===== config.mk =====
export PLATFORM = sky130hd
export DESIGN_NAME = mem_bus_arbiter
export DESIGN_NICKNAME = d
export VERILOG_FILES = /design/src/rtl/mem_bus_arbiter.sv
export SDC_FILE = /design/constraint.sdc
export NUM_CORES = 1
export LEC_CHECK = 0
export CAP_MARGIN = 5
export CORE_MARGIN = 4
export CORE_UTILIZATION = 25
export CTS_CLUSTER_DIAMETER = 80
export DETAILED_ROUTE_END_ITERATION = 16
export DONT_BUFFER_PORTS = 1
export PLACE_DENSITY = 0.35
export SYNTH_ARGS = -nofsm -noshare
export SYNTH_HDL_FRONTEND = slang
export SYNTH_SLANG_ARGS = --single-unit

===== constraint.sdc =====
create_clock -name clk -period 3 [get_ports clk]
set_input_delay 0.45 -clock clk [delete_from_list [all_inputs] [get_ports clk]]
set_output_delay 0.45 -clock clk [all_outputs]
set_load 0.02 [all_outputs]

===== src/rtl/mem_bus_arbiter.sv =====
// Shares the single-ported system RAM between the CPU control path and the DMA/loader port.
// Round-robin grant on contention; each access runs 1+WAIT_STATES cycles followed by a one-cycle done.
module mem_bus_arbiter #(
    parameter int unsigned ADDR_W      = 8,
    parameter int unsigned DATA_W      = 8,
    parameter int unsigned WAIT_STATES = 1
) (
    input  logic              clk,
    input  logic              reset_cycle,
    input  logic              cpu_req,
    input  logic              cpu_we,
    input  logic [ADDR_W-1:0] cpu_addr,
    input  logic [DATA_W-1:0] cpu_wdata,
    output logic              cpu_gnt,
    output logic              cpu_done,
    output logic [DATA_W-1:0] cpu_rdata,
    output logic              cpu_wait,
    input  logic              dma_req,
    input  logic              dma_we,
    input  logic [ADDR_W-1:0] dma_addr,
    input  logic [DATA_W-1:0] dma_wdata,
    output logic              dma_gnt,
    output logic              dma_done,
    output logic [DATA_W-1:0] dma_rdata,
    output logic              dma_wait,
    output logic [ADDR_W-1:0] mem_addr,
    output logic [DATA_W-1:0] mem_wdata,
    output logic              mem_we,
    input  logic [DATA_W-1:0] mem_rdata
);
    localparam int unsigned     WCNT_W    = 4;
    localparam logic [WCNT_W-1:0] WAIT_INIT = WCNT_W'(WAIT_STATES);
    localparam logic            OWN_CPU   = 1'b0;
    localparam logic            OWN_DMA   = 1'b1;

    typedef enum logic [1:0] {
        S_IDLE   = 2'd0,
        S_ACCESS = 2'd1,
        S_DONE   = 2'd2
    } state_t;

    state_t              state, state_n;
    logic                owner, owner_n;
    logic                last, last_n;
    logic [WCNT_W-1:0]   wcnt, wcnt_n;
    logic                bus_we, bus_we_n;
    logic [ADDR_W-1:0]   addr_n;
    logic [DATA_W-1:0]   wdata_n;
    logic [DATA_W-1:0]   cpu_rdata_n, dma_rdata_n;
    logic                cpu_gnt_n, dma_gnt_n, cpu_done_n, dma_done_n, mem_we_n;

    // Stall signals follow the live request until the done pulse arrives.
    assign cpu_wait = cpu_req & ~cpu_done;
    assign dma_wait = dma_req & ~dma_done;

    // Next-state, bus latch, read capture and registered-output decode.
    always_comb begin
        state_n     = state;
        owner_n     = owner;
        last_n      = last;
        wcnt_n      = wcnt;
        bus_we_n    = bus_we;
        addr_n      = mem_addr;
        wdata_n     = mem_wdata;
        cpu_rdata_n = cpu_rdata;
        dma_rdata_n = dma_rdata;

        case (state)
            S_IDLE: begin
                if (cpu_req || dma_req) begin
                    // Contention goes to whoever was not served last.
                    if (cpu_req && (!dma_req || last == OWN_DMA)) begin
                        owner_n  = OWN_CPU;
                        bus_we_n = cpu_we;
                        addr_n   = cpu_addr;
                        wdata_n  = cpu_wdata;
                    end else begin
                        owner_n  = OWN_DMA;
                        bus_we_n = dma_we;
                        addr_n   = dma_addr;
                        wdata_n  = dma_wdata;
                    end
                    wcnt_n  = WAIT_INIT;
                    state_n = S_ACCESS;
                end
            end
            S_ACCESS: begin
                if (wcnt == '0) begin
                    if (!bus_we) begin
                        if (owner == OWN_CPU) cpu_rdata_n = mem_rdata;
                        else                  dma_rdata_n = mem_rdata;
                    end
                    last_n  = owner;
                    state_n = S_DONE;
                end else begin
                    wcnt_n = wcnt - WCNT_W'(1);
                end
            end
            S_DONE:  state_n = S_IDLE;
            default: state_n = S_IDLE;
        endcase

        cpu_gnt_n  = (state_n == S_ACCESS) && (owner_n == OWN_CPU);
        dma_gnt_n  = (state_n == S_ACCESS) && (owner_n == OWN_DMA);
        cpu_done_n = (state_n == S_DONE) && (owner_n == OWN_CPU);
        dma_done_n = (state_n == S_DONE) && (owner_n == OWN_DMA);
        mem_we_n   = (state_n == S_ACCESS) && bus_we_n;
    end

    // State and output registers; reset aborts any access in flight.
    always_ff @(posedge clk or posedge reset_cycle) begin
        if (reset_cycle) begin
            state     <= S_IDLE;
            owner     <= OWN_CPU;
            last      <= OWN_DMA;
            wcnt      <= '0;
            bus_we    <= 1'b0;
            mem_addr  <= '0;
            mem_wdata <= '0;
            mem_we    <= 1'b0;
            cpu_gnt   <= 1'b0;
            dma_gnt   <= 1'b0;
            cpu_done  <= 1'b0;
            dma_done  <= 1'b0;
            cpu_rdata <= '0;
            dma_rdata <= '0;
        end else begin
            state     <= state_n;
            owner     <= owner_n;
            last      <= last_n;
            wcnt      <= wcnt_n;
            bus_we    <= bus_we_n;
            mem_addr  <= addr_n;
            mem_wdata <= wdata_n;
            mem_we    <= mem_we_n;
            cpu_gnt   <= cpu_gnt_n;
            dma_gnt   <= dma_gnt_n;
            cpu_done  <= cpu_done_n;
            dma_done  <= dma_done_n;
            cpu_rdata <= cpu_rdata_n;
            dma_rdata <= dma_rdata_n;
        end
    end
endmodule


# ---- Word level (Yosys, flattened, before mapping)
# Cells that the tools add are included.
dict set report classes {
  n_reduce_logical 17
  n_eq_ne 5
  n_bitwise 7
  n_mux 14
  n_addsub 1
}
# operator count
set ops {}
lappend ops {{2-to-1 mux 8 bit} 2}
lappend ops {{2-to-1 mux 4 bit} 2}
lappend ops {{case mux 4 bit (2 select lines)} 1}
lappend ops {{AND reduction 4 bit} 2}
lappend ops {{logical AND 1 bit} 6}
lappend ops {{2-to-1 mux 1 bit} 6}
lappend ops {{inverter 1 bit} 5}
lappend ops {{equality test 2 x 1 -> 1 bit (second input constant)} 2}
lappend ops {{zero test 4 bit} 1}
lappend ops {{2-to-1 mux 2 bit} 2}
lappend ops {{!= test 2 bit (second input constant)} 2}
lappend ops {{case mux 2 bit (2 select lines)} 1}
lappend ops {{AND reduction 2 bit} 2}
lappend ops {{subtractor 4 x 1 -> 4 bit (second input constant)} 1}
lappend ops {{AND reduction 3 bit} 1}
lappend ops {{bitwise AND 1 bit} 2}
lappend ops {{equality test 2 bit (second input constant)} 1}
lappend ops {{zero test 2 bit} 1}
lappend ops {{logical OR 1 bit} 2}
lappend ops {{nonzero test 2 bit} 1}
lappend ops {{zero test 1 bit} 1}
dict set report word_totals {
  regBits 46
  in_bits 46
  wordCells 58
}

# ---- Logic depth before layout (Yosys ltp)
dict set report depth {
  ltp_word 8
  ltp_mapped 7
}

# ---- Least setup slack after synthesis
# OpenSTA, ideal clock, no wires.
dict set report synth_timing {
  kind {flip-flop to flip-flop}
  from {reg wcnt[0]}
  to {reg dma_rdata[0]}
  arrival_ns 1.496
  period_less_slack_ns 1.623
  path_stages_with_launch 8
  setup_time_ns 0.128
  path_buffers 1
  slack_ns 1.377
  cell_sequence {dfrtp_1 inv_1 ha_1 nor3b_2 nor2b_1 buf_4 nand3b_4 mux2_1}
}
dict set report synth_via {
  elab_chain_cells 2
}
# item line_no
set synth_rtl {}
lappend synth_rtl {{start, declared} 45} ;# logic [WCNT_W-1:0] wcnt, wcnt_n;
lappend synth_rtl {{start signal, assigned} 131} ;# wcnt <= wcnt_n;
lappend synth_rtl {{zero test 4 bit} 88} ;# if (wcnt == '0) begin
lappend synth_rtl {{AND reduction 4 bit (no line)} --}
lappend synth_rtl {{end signal, assigned} 141} ;# dma_rdata <= dma_rdata_n;
lappend synth_rtl {{end, declared} 24} ;# output logic [DATA_W-1:0] dma_rdata,
# Every way passes these cells.
# A chain may end at the register's enable or synchronous reset.

# ---- Final worst setup path
dict set report layout_timing {
  from {reg wcnt[0]}
  to {reg dma_rdata[3]}
}
# The elaborated chain is that of the path after synthesis.

==> metrics.txt <==
Detailed Place HPWL ~3.2 mm; post-cts resize count 0; Post-Synthesis Net Count 208; worst slew pin tran 0.958 ns; synthesis-to-finish area growth 10.3%; Post-synth top cells 45 x dfrtp_1, 22 x nand2_1, 20 x o21ai_0; largest net degree at the start of global routing 47; hold buffers post-CTS 0; startpoint types flop; critical path's slowest cell nor2b_1; Power Internal 1.38 mW; reg2reg end dma_rdata[3]; Worst EP arrival around 2.3 ns; Setup crit end kind flop; Initial Util about a quarter; Routed WL per cell approximately 16 µm; first-pass GRT wire length 6.40 mm; count of cell types in the netlist 23; pwr dens 1140 mW/mm²; die area 0.00926 mm²; clk_skew about 0.0088 ns; diode count 0; latest clock arrival within the worst-skew pair approximately 0.3 ns; CP required 3.19 ns; grt total ovfl 0; drt first pass iters 2; clk buf depth 2; Critical path buffers and inverters 1; Sink Count 46; DRT antenna net count 0; RSZ-0062 raised after global routing no; VDD IR max roughly 0.24 mV; Yosys warnings 0; maximum clock frequency roughly 490 MHz; Hold WC Path Type input pin to async pin; crit-path cells inv_1, ha_1, nor3b_2, nor2b_1, nand3b_4, mux2_1; layout net count 210; period utilization 68.7%; crit path time final between 2 and 2.5 ns; EDFF count, synth 0; max-slew violations 0; Synth Register Bits 46; # rows 31; setup TNS 0 ns; Die Width roughly 96 µm; R2R Path Start wcnt[0]; part of the power in registers 58.9%; Top Family by Delay on Critical Path simple AND/OR/NAND/NOR gates; top-area cell type share of the netlist area 57.8%; critical path fanouts, max 8; CTS Buf Count 5; via count 1141; # setup viols final 0; Die Ht about 96 µm; layout cells sized above 1 16.6%; count leader, synth dfrtp_1; Buffers on Ports 0; GP Congestion 0.662; Main synth FF type dfrtp_1; vias in the first global route 1301; leading area contributor after synthesis dfrtp_1; CTS tree done; Core ar. 0.00741 mm²; root buffer cell clkbuf_8; R2R Setup Slk between 0.9 and 1 ns; DP Area between 0.002 and 0.0025 mm²; P_sw roughly 1.1 mW; combinational group share of total power 25.0%; vias per cell 4.35; initial antenna violation count 0; register area share after synthesis around 60%; LEAKAGE 1.01 nW; htree depth 2; Setup Buffers After CTS 0; final WL 4.18 mm; FF-to-FF path depth 6; DRC viols 0; share of async-settable or async-resettable flops after synthesis 100%; status completed; boundary pin count 85; Netlist Area Pre-Place between 0.0015 and 0.002 mm²; total track usage 9.17%; Clk pwr share 16.1%; Post-Synthesis Cells 160; crit path kind flop to flop; post-route cell area 0.00215 mm²; clock slew at reported path FFs 0.10 ns; Slowest Stage Delay on Critical Path 0.48 ns; Slew headroom 36.1%; Fin. Hold Viols 0; Net Sw Frac a little over two fifths; top cells by area, synth dfrtp_1 58%, mux2i_1 9.8%, mux2_2 5.8%; First DRT Iteration DRCs 37; synthesized area per cell 12.2 µm²; Max-cap violations 0
==> per-layer routing <==
| metal | vias up | share of wire (%) | global-route usage [%] |
|---|---|---|---|
| li1 | 540 | - | - |
| met1 | 551 | 37 | 9.50 |
| met5 | - | 0 | 0 |
| met3 | 6 | 9.2 | 3.60 |
| met4 | 0 | 1.3 | 3.44 |
| met2 | 44 | 53 | 16.6 |
==> placed cells by master, fill, tap and decap left out, drive strengths merged, types with 2 or more instances in the layout <==
master | synthesis | final
nand2 | 23 | 23
and2 | 2 | 2
nor2b | 4 | 4
clkbuf | 3 | 5
mux2 | 18 | 18
ha | 2 | 2
nor2 | 6 | 6
dfrtp | 45 | 45
nor3 | 2 | 2
o21ai | 20 | 20
mux2i | 19 | 19
buf | 4 | 2
inv | 5 | 6
==> metrics by stage <==
stage	instances	setup slack, ns	utilization (%)	total power [mW]	hold slack [ns]
floorplan	160	1.38	-	1.91	0.467
global placement	254	1.02	27.7	2.07	0.500
detailed placement	254	0.933	27.7	2.11	0.501
CTS	262	0.918	29.0	2.51	0.260
global route	262	0.739	29.0	2.64	0.247
finish	262	0.939	29.0	2.45	0.239
==> kinds of logic (layout without fill, tap and decap cells) <==
group,count (synthesis),after routing,synth area share (%)
flops,46,46,59.2
simple gates,40,40,10.2
mux,37,37,20.2
compound gates,23,23,6.23
buf+inv,12,15,2.96
fa+ha+maj,2,2,1.29
==> layout make-up <==
class | count | area, µm²
fill | 770 | 5260
sequential | 46 | 1150
multi-input combinational | 102 | 744
tap | 99 | 124
clock buffer | 5 | 68.8
clock inverter | 3 | 25.0
inverter | 5 | 18.8
timing repair buffer | 2 | 15.0
==> sequential cells by signal (all words and copies together) (netlist names) <==
signal     cells
mem_wdata      8
cpu_rdata      8
cpu_done       1
mem_addr       8
wcnt           4
mem_we         1
state          2
dma_done       1
last           1
cpu_gnt        1
dma_gnt        1
owner          1
dma_rdata      8
bus_we         1
==> power by group through the flow <==
stage	clock [mW]	sequential (mW)	combinational, mW
finish	0.395	1.44	0.612
global route	0.442	1.48	0.712
CTS	0.414	1.46	0.634
detailed placement	0	1.47	0.635
global placement	0	1.47	0.604
floorplan	0	1.38	0.530
==> worst register-to-register path: cells and delay by family, from the launching register on <==
family / cells / cell delay, ns
adder cells (fa/ha/maj): 1 / 0.15
multiplexers: 1 / 0.37
flip-flops: 1 / 0.39
buffers and inverters: 1 / 0.12
AND/OR/NAND/NOR: 3 / 0.93
==> how the worst max path moves through the flow <==
stage	startpoint	to	slack [ns]	cells past startpoint
global route	wcnt[0]	dma_rdata[2]	0.74	6
global placement	wcnt[0]	dma_rdata[6]	1.02	6
CTS	wcnt[0]	dma_rdata[6]	0.92	6
finish	wcnt[0]	dma_rdata[3]	0.94	6
floorplan	wcnt[0]	dma_rdata[0]	1.38	7
detailed placement	wcnt[0]	dma_rdata[3]	0.93	6
No activity file was read; power rests on OpenSTA's default activity.
